[src/rtl/anton_neopixel_receiver.sv]
// WS2812-style single-wire decoder: classifies high-pulse widths into bits, packs
// MSB-first bytes and streams them into a byte buffer through a simple write port.
module anton_neopixel_receiver #(
  parameter int  BUFFER_END  = 191,
  parameter int  RESET_DELAY = 320,
  parameter int  THRESHOLD   = 4,
  parameter int  MAX_HIGH    = 12,
  localparam int BUFFER_BITS = $clog2(BUFFER_END + 1)
) (
  input  logic                   clk6_4mhz,
  input  logic                   reset,
  input  logic                   enable,
  input  logic                   neoData,
  output logic                   wr_en,
  output logic [BUFFER_BITS-1:0] wr_addr,
  output logic [7:0]             wr_data,
  output logic                   frame_done,
  output logic [BUFFER_BITS:0]   frame_len,
  output logic                   err_timing,
  output logic                   err_partial,
  output logic                   err_overflow,
  output logic                   busy
);

  localparam int LOW_W  = $clog2(RESET_DELAY + 1);
  localparam int HIGH_W = $clog2(MAX_HIGH + 1);
  localparam int CNT_W  = BUFFER_BITS + 1;

  localparam logic [LOW_W-1:0]  LOW_LAST  = LOW_W'(RESET_DELAY - 1);
  localparam logic [HIGH_W-1:0] HIGH_LAST = HIGH_W'(MAX_HIGH);
  localparam logic [HIGH_W-1:0] THRESH_V  = HIGH_W'(THRESHOLD);
  localparam logic [CNT_W-1:0]  BUF_SIZE  = CNT_W'(BUFFER_END + 1);

  typedef enum logic [1:0] {
    WAIT_SYNC,
    IDLE,
    HIGH,
    LOW
  } state_t;

  state_t state, state_nxt;

  logic sync_q, neo_s, neo_d;
  logic rise, fall;

  logic [LOW_W-1:0]  low_cnt,  low_cnt_nxt;
  logic [HIGH_W-1:0] high_cnt, high_cnt_nxt;
  logic [2:0]        bit_cnt,  bit_cnt_nxt;
  logic [6:0]        shift_reg, shift_nxt;
  logic [CNT_W-1:0]  byte_cnt, byte_cnt_nxt;

  logic                   wr_en_nxt;
  logic [BUFFER_BITS-1:0] wr_addr_nxt;
  logic [7:0]             wr_data_nxt;
  logic                   frame_done_nxt;
  logic [CNT_W-1:0]       frame_len_nxt;
  logic                   err_timing_nxt, err_partial_nxt, err_overflow_nxt;

  logic       new_bit;
  logic [7:0] new_byte;

  // Two-flop synchroniser plus one delay stage for edge detection
  always_ff @(posedge clk6_4mhz or posedge reset) begin
    if (reset) begin
      sync_q <= 1'b0;
      neo_s  <= 1'b0;
      neo_d  <= 1'b0;
    end else begin
      sync_q <= neoData;
      neo_s  <= sync_q;
      neo_d  <= neo_s;
    end
  end

  assign rise = ~neo_d & neo_s;
  assign fall = neo_d & ~neo_s;

  assign new_bit  = (high_cnt >= THRESH_V);
  assign new_byte = {shift_reg, new_bit};

  always_comb begin
    state_nxt        = state;
    low_cnt_nxt      = low_cnt;
    high_cnt_nxt     = high_cnt;
    bit_cnt_nxt      = bit_cnt;
    shift_nxt        = shift_reg;
    byte_cnt_nxt     = byte_cnt;
    wr_en_nxt        = 1'b0;
    wr_addr_nxt      = wr_addr;
    wr_data_nxt      = wr_data;
    frame_done_nxt   = 1'b0;
    frame_len_nxt    = frame_len;
    err_timing_nxt   = err_timing;
    err_partial_nxt  = err_partial;
    err_overflow_nxt = err_overflow;

    if (!enable) begin
      state_nxt   = WAIT_SYNC;
      low_cnt_nxt = '0;
      bit_cnt_nxt = '0;
    end else begin
      case (state)
        WAIT_SYNC: begin
          if (neo_s) begin
            low_cnt_nxt = '0;
          end else if (low_cnt == LOW_LAST) begin
            low_cnt_nxt = '0;
            state_nxt   = IDLE;
          end else begin
            low_cnt_nxt = low_cnt + 1'b1;
          end
        end

        IDLE: begin
          if (rise) begin
            state_nxt        = HIGH;
            high_cnt_nxt     = HIGH_W'(1);
            bit_cnt_nxt      = '0;
            byte_cnt_nxt     = '0;
            err_timing_nxt   = 1'b0;
            err_partial_nxt  = 1'b0;
            err_overflow_nxt = 1'b0;
          end
        end

        HIGH: begin
          // The width check wins over a coincident fall so a pulse of exactly
          // MAX_HIGH ticks is flagged rather than decoded as a 1.
          if (high_cnt == HIGH_LAST) begin
            err_timing_nxt = 1'b1;
            bit_cnt_nxt    = '0;
            low_cnt_nxt    = '0;
            state_nxt      = WAIT_SYNC;
          end else if (fall) begin
            shift_nxt   = {shift_reg[5:0], new_bit};
            bit_cnt_nxt = bit_cnt + 1'b1;
            low_cnt_nxt = LOW_W'(1);
            state_nxt   = LOW;
            if (bit_cnt == 3'd7) begin
              if (byte_cnt != BUF_SIZE) begin
                wr_en_nxt    = 1'b1;
                wr_addr_nxt  = byte_cnt[BUFFER_BITS-1:0];
                wr_data_nxt  = new_byte;
                byte_cnt_nxt = byte_cnt + 1'b1;
              end else begin
                err_overflow_nxt = 1'b1;
              end
            end
          end else begin
            high_cnt_nxt = high_cnt + 1'b1;
          end
        end

        LOW: begin
          if (rise) begin
            state_nxt    = HIGH;
            high_cnt_nxt = HIGH_W'(1);
          end else if (low_cnt == LOW_LAST) begin
            state_nxt       = IDLE;
            low_cnt_nxt     = '0;
            frame_done_nxt  = 1'b1;
            frame_len_nxt   = byte_cnt;
            err_partial_nxt = (bit_cnt != 3'd0);
            bit_cnt_nxt     = '0;
          end else begin
            low_cnt_nxt = low_cnt + 1'b1;
          end
        end

        default: state_nxt = WAIT_SYNC;
      endcase
    end
  end

  always_ff @(posedge clk6_4mhz or posedge reset) begin
    if (reset) begin
      state        <= WAIT_SYNC;
      low_cnt      <= '0;
      high_cnt     <= '0;
      bit_cnt      <= '0;
      shift_reg    <= '0;
      byte_cnt     <= '0;
      wr_en        <= 1'b0;
      wr_addr      <= '0;
      wr_data      <= '0;
      frame_done   <= 1'b0;
      frame_len    <= '0;
      err_timing   <= 1'b0;
      err_partial  <= 1'b0;
      err_overflow <= 1'b0;
    end else begin
      state        <= state_nxt;
      low_cnt      <= low_cnt_nxt;
      high_cnt     <= high_cnt_nxt;
      bit_cnt      <= bit_cnt_nxt;
      shift_reg    <= shift_nxt;
      byte_cnt     <= byte_cnt_nxt;
      wr_en        <= wr_en_nxt;
      wr_addr      <= wr_addr_nxt;
      wr_data      <= wr_data_nxt;
      frame_done   <= frame_done_nxt;
      frame_len    <= frame_len_nxt;
      err_timing   <= err_timing_nxt;
      err_partial  <= err_partial_nxt;
      err_overflow <= err_overflow_nxt;
    end
  end

  assign busy = (state == HIGH) || (state == LOW);

endmodule

[config.mk]
export PLATFORM = sky130hd
export DESIGN_NAME = anton_neopixel_receiver
export DESIGN_NICKNAME = d
export VERILOG_FILES = /design/src/rtl/anton_neopixel_receiver.sv
export SDC_FILE = /design/constraint.sdc
export NUM_CORES = 1
export LEC_CHECK = 0
export BUFFER_PORTS_ARGS = -buffer_cell sky130_fd_sc_hd__buf_2
export CORE_ASPECT_RATIO = 1.5
export CORE_MARGIN = 1.5
export CORE_UTILIZATION = 58
export CTS_CLUSTER_DIAMETER = 50
export DETAILED_ROUTE_END_ITERATION = 8
export PLACE_DENSITY = 0.79
export SETUP_SLACK_MARGIN = 0.15
export SLEW_MARGIN = 10
export SYNTH_ARGS = -nofsm -noshare
export SYNTH_HDL_FRONTEND = slang
export SYNTH_SLANG_ARGS = --single-unit
[constraint.sdc]
create_clock -name clk6_4mhz -period 2.65 [get_ports clk6_4mhz]
set_clock_uncertainty 0.2 [all_clocks]
set_input_delay 0.53 -clock clk6_4mhz [delete_from_list [all_inputs] [get_ports clk6_4mhz]]
set_output_delay 0.53 -clock clk6_4mhz [all_outputs]
set_load 0.02 [all_outputs]
**Word level (Yosys, flattened, before mapping)**

Index checks and enable logic that the tools add are counted.

- Bits in registers: 67
- Input bits: 4
- Output and inout port bits: 31

- $add $sub $neg: 4
- Magnitude comparators: 1
- Equality and inequality tests: 25
- Multiplexer cells: 53
- Bitwise operators: 6
- Reductions and logical operators: 18

Operators with widths:

| cell | count |
|---|---|
| 2-to-1 mux 9 bit | 11 |
| case mux 9 bit (3 select lines) | 1 |
| inequality test 2 bit (second input constant) | 10 |
| adder 9 x 1 -> 9 bit (second input constant) | 2 |
| 2-to-1 mux 1 bit | 18 |
| 2-to-1 mux 3 bit | 6 |
| case mux 9 bit (2 select lines) | 1 |
| AND reduction 5 bit | 3 |
| 2-to-1 mux 2 bit | 7 |
| AND reduction 7 bit | 2 |
| 2-to-1 mux 4 bit | 3 |
| inequality test 3 bit (second input constant) | 4 |
| AND reduction 4 bit | 3 |
| equality test 9 bit (second input constant) | 1 |
| inequality test 9 x 8 -> 1 bit (second input constant) | 1 |
| case mux 3 bit (3 select lines) | 1 |
| inequality test 4 x 1 -> 1 bit (second input constant) | 2 |
| case mux 2 bit (4 select lines) | 1 |
| case mux 4 bit (2 select lines) | 1 |
| case mux 1 bit (2 select lines) | 3 |
| AND reduction 3 bit | 2 |
| AND reduction 6 bit | 1 |
| nonzero test 2 bit | 3 |
| adder 4 x 1 -> 4 bit (second input constant) | 1 |
| other kinds (14) | 19 |

**Longest topological paths before layout**

- Depth after elaboration: 7
- Gate-level depth with buffers: 8
- Mapped depth without buffers: 7

**Least setup slack after synthesis**

OpenSTA, ideal clock, no wires.

- Kind: reg2reg
- From: register bit_cnt[0]
- To: register wr_addr[2]
- Library setup time: 0.125 ns
- Arrival time: 1.800 ns
- Required time: 2.325 ns
- Setup slack: 0.525 ns
- Cell stages (with the launch flop): 8
- Buffers on the path: 1
- Clock period less this slack: 2.125 ns
- Cell sequence: dfrtp_1 ha_1 ha_1 and3b_1 nand2_1 nor3_4 buf_6 mux2_2

- Cells in the longest elaborated chain, start to end: 2

RTL lines:

| element | RTL line | RTL |
|---|---|---|
| start: declaration | 48 | `logic [2:0] bit_cnt, bit_cnt_nxt;` |
| start signal: assignment | 195 | `bit_cnt <= bit_cnt_nxt;` |
| equality test 3 bit | 139 | `if (bit_cnt == 3'd7) begin` |
| AND reduction 6 bit (no source line) | n/a |  |
| end signal: assignment | 199 | `wr_addr <= wr_addr_nxt;` |
| end: declaration | 15 | `output logic [BUFFER_BITS-1:0] wr_addr,` |

No other way between the ends.
A chain may end at the register's enable or synchronous reset.

**Worst setup path after layout**

- From: register state[0]
- To: output busy

- Cells in the longest elaborated chain, start to end: 2
- Elaborated cells on any way between the ends: 3

RTL lines:

| element | RTL line | RTL |
|---|---|---|
| start: declaration | 41 | `state_t state, state_nxt;` |
| start signal: assignment | 192 | `state <= state_nxt;` |
| equality test 2 bit | 209 | `assign busy = (state == HIGH) \|\| (state == LOW);` |
| logical OR 1 bit (*) | 209 |  |
| end: declaration | 22 | `output logic busy` |

Mark *: on every way between the ends. The rest lies on a longest branch, timed or not.

==> results.py <==
metrics = {
    "critical_path": {
        "crit_required_ns": 1.92,
        "worst-path-max-fanout": 12,
        "crit_type": "register to primary output",
        "crit_path_start": "state[0]",
        "timing.critical_path.to_type": "primary output",
        "crit-reg2reg-capture": "byte_cnt[7]",
        "ff2ff_path_depth": 7,
        "critical_path.startpoint_type": "register",
        "timing.rr.start": "high_cnt[0]",
        "critPathCapture": "busy",
        "minimum_setup_slack_among_reg_to_reg_paths_ns": 0.26,
        "crit_arrival_ns": 1.68,
    },
    "logic_synthesis": {
        "netlist.top_cell.by_area": "dfrtp_1",
        "netlist.area_leader.share": 0.500,
        "commonest_register_cell_after_synthesis": "dfrtp_1",
        "ys_seq_elements": 67,
        "synth_warnings": 0,
        "mappedNetlistNets": 323,
        "number_of_instances_in_the_synthesized_netlist": 306,
        "async_reset_ff_frac": 1.00,
        "post_synthesis_cell_area_um2": 3360,
        "syn-mean-instance-area_um2": 11.0,
        "synth_area_leaders": "dfrtp_1 (50%), mux2_2 (8.4%), ha_1 (4.8%), o21ai_0 (3.7%), nand2_1 (2.9%)",
        "synth.yosys.seq_area_share": 0.500,
        "ys_types": 56,
        "synth-edff-count": 0,
    },
    "cells_and_area": {
        "layout.cells.non_filler": 430,
        "final_design_area_no_fill_um2": 3880,
        "top_regs": "byte_cnt: 9 flops, frame_len: 9 flops, low_cnt: 9 flops",
        "layout_commonest_cell": "dfrtp_1",
        "finalNetCount": 372,
        "most-common-layout-cells": "dfrtp_1 (67), buf_2 (34), nand2_1 (26)",
        "antennaDiodeCount": 0,
        "fin_util": 0.702,
        "area_growth_pct": 15.7,
        "ratio_of_cells_with_drive_above_1_in_the_final_layout": 0.281,
    },
    "run_status": {
        "status": "finished, final reports clean",
    },
    "route": {
        "avgRoutedWirePerCell_um": 16.6,
        "route.detailed.vias_per_inst": 6.00,
        "drc_errors": 0,
        "detail-route-antenna-nets": 0,
        "routed-via-count": 2579,
        "drtPass1Iterations": 4,
        "drt_wl_total_mm": 7.12,
        "dr.first_iter.drc_count": 163,
    },
    "placed_design": {
        "post-place-ws_ns": 0.352,
        "placer_s_final_routability_congestion_estimate": 0.897,
        "io_buffers": 34,
        "dp_cells": 413,
        "hpwl_mm": 5.02,
        "placed_cell_area_um2": 3650,
    },
    "clocking": {
        "ctsLongestPathBuffers": 2,
        "clock_sink_count": 67,
        "tritoncts_clock_tree": "yes",
        "clock-root-buffer": "clkbuf_8",
        "cts-resized-gates": 0,
        "h-tree-depth": 3,
        "tritoncts.num_buffers": 9,
        "clock_latency_ns": 0.35,
        "clk_pin_slew_ns": 0.07,
    },
    "job": {
        "cap_viol_max_count": 0,
    },
    "sta": {
        "grt_setup_unrepaired": "false",
        "setup_violations": 0,
        "timing.max_slew.rel_slack": 0.575,
        "tightestPinTransition_ns": 0.634,
        "final_min_period_over_clock_period": 0.909,
        "max_clock_freq_mhz": 415,
        "timing.hold.ws_ns": 0.0878,
        "count_of_pins_over_their_slew_limit": 0,
        "post-route-worst-setup-slack_ns": 0.240,
        "period_minus_slack_ns": 2.41,
        "finalSetupTns_ns": 0,
        "timing.final.hold_violations": 0,
    },
    "power_and_ir_drop": {
        "max-vdd-ir-drop_mv": 0.334,
        "power-per-cell-area_nw_per_um2": 561,
        "total_power_mw": 2.18,
        "leakage_nw": 1.93,
    },
    "global_route": {
        "number_of_antenna_violations_at_the_first_check_in_global_routing": 0,
        "number_of_global_route_vias_before_repair": 2532,
        "grt_start_max_net_pins": 28,
        "track_usage": 0.250,
        "grt_first_pass_wirelength_mm": 11.7,
        "grt_remaining_overflow": 0,
    },
    "floorplan": {
        "num_io_pins": 35,
        "core_um2": 5530,
        "floorplan.die_area_um2": 6260,
        "initial_utilization": 0.607,
        "die_y_um": 96.2,
        "num_rows": 33,
        "die-width_um": 65.1,
    },
    "worst_hold_path": {
        "start_point_of_the_worst_min_delay_path": "neoData",
        "worst_hold_path.num_cells": 1,
        "hold_path.class": "primary input to register",
    },
}
==> synth_stat cells (3+ instances only) <==
master / number
a22o_1: 5
o21a_1: 3
nor3_1: 6
clkbuf_1: 3
a21oi_1: 11
ha_1: 13
nor2b_1: 7
a31oi_1: 4
o31ai_1: 7
nand4_1: 4
nand2_1: 26
dfrtp_1: 67
nand2b_1: 6
nand3_1: 11
mux2_2: 25
o41ai_1: 3
buf_2: 3
and3_1: 6
o21ai_0: 25
nor2_1: 13
inv_1: 13
mux2_4: 4
==> what timing repair did <==
| action | CTS | global route |
|---|---|---|
| setup buffers | 0 | 0 |
| hold endpoints to repair | 6 | 0 |
| hold buffers | 1 | 0 |
==> layer usage <==
| layer | vias to the layer above | global-route usage | share of wire |
|---|---|---|---|
| met2 | 65 | 0.455 | 0.54 |
| met5 | - | 0 | 0 |
| met1 | 1287 | 0.270 | 0.40 |
| met4 | 0 | 0.141 | 0.024 |
| met3 | 16 | 0.0456 | 0.033 |
| li1 | 1211 | - | - |
==> critical path, stage by stage (launching register included) <==
cell and delay, ns:
dfrtp_1 0.41, ha_1 0.38, or2_2 0.38, buf_2 0.16
==> worst min-delay path by stage <==
stage                   to
finish              sync_q
global route        sync_q
CTS                 sync_q
detailed placement   neo_s
global placement     neo_s
floorplan            neo_s
==> layout make-up <==
cell class                      instances  area [µm²]
Inverter                               13        48.8
Clock buffer                            9         124
Sequential cell                        67        1680
Fill cell                             404        1650
Multi-Input combinational cell        217        1570
Tap cell                               70        87.6
Clock inverter                          7         101
Timing Repair Buffer                   47         270
==> cells by family (layout without fill, tap and decap cells) <==
logic type	Yosys count	count (layout)	share of synthesized area
and+or+nand+nor	100	100	0.171
AOI/OAI and AO/OA	73	73	0.142
DFF	67	67	0.500
muxes	31	31	0.108
buffers and inverters	22	76	0.0313
adders and majority gates	13	13	0.0485
==> where the power goes <==
part / internal [mW] / switching, mW
clock network: 0.537 / 0.413
logic: 0.0477 / 0.0812
registers: 1.05 / 0.0448
Power figures use the tool's default switching activity.
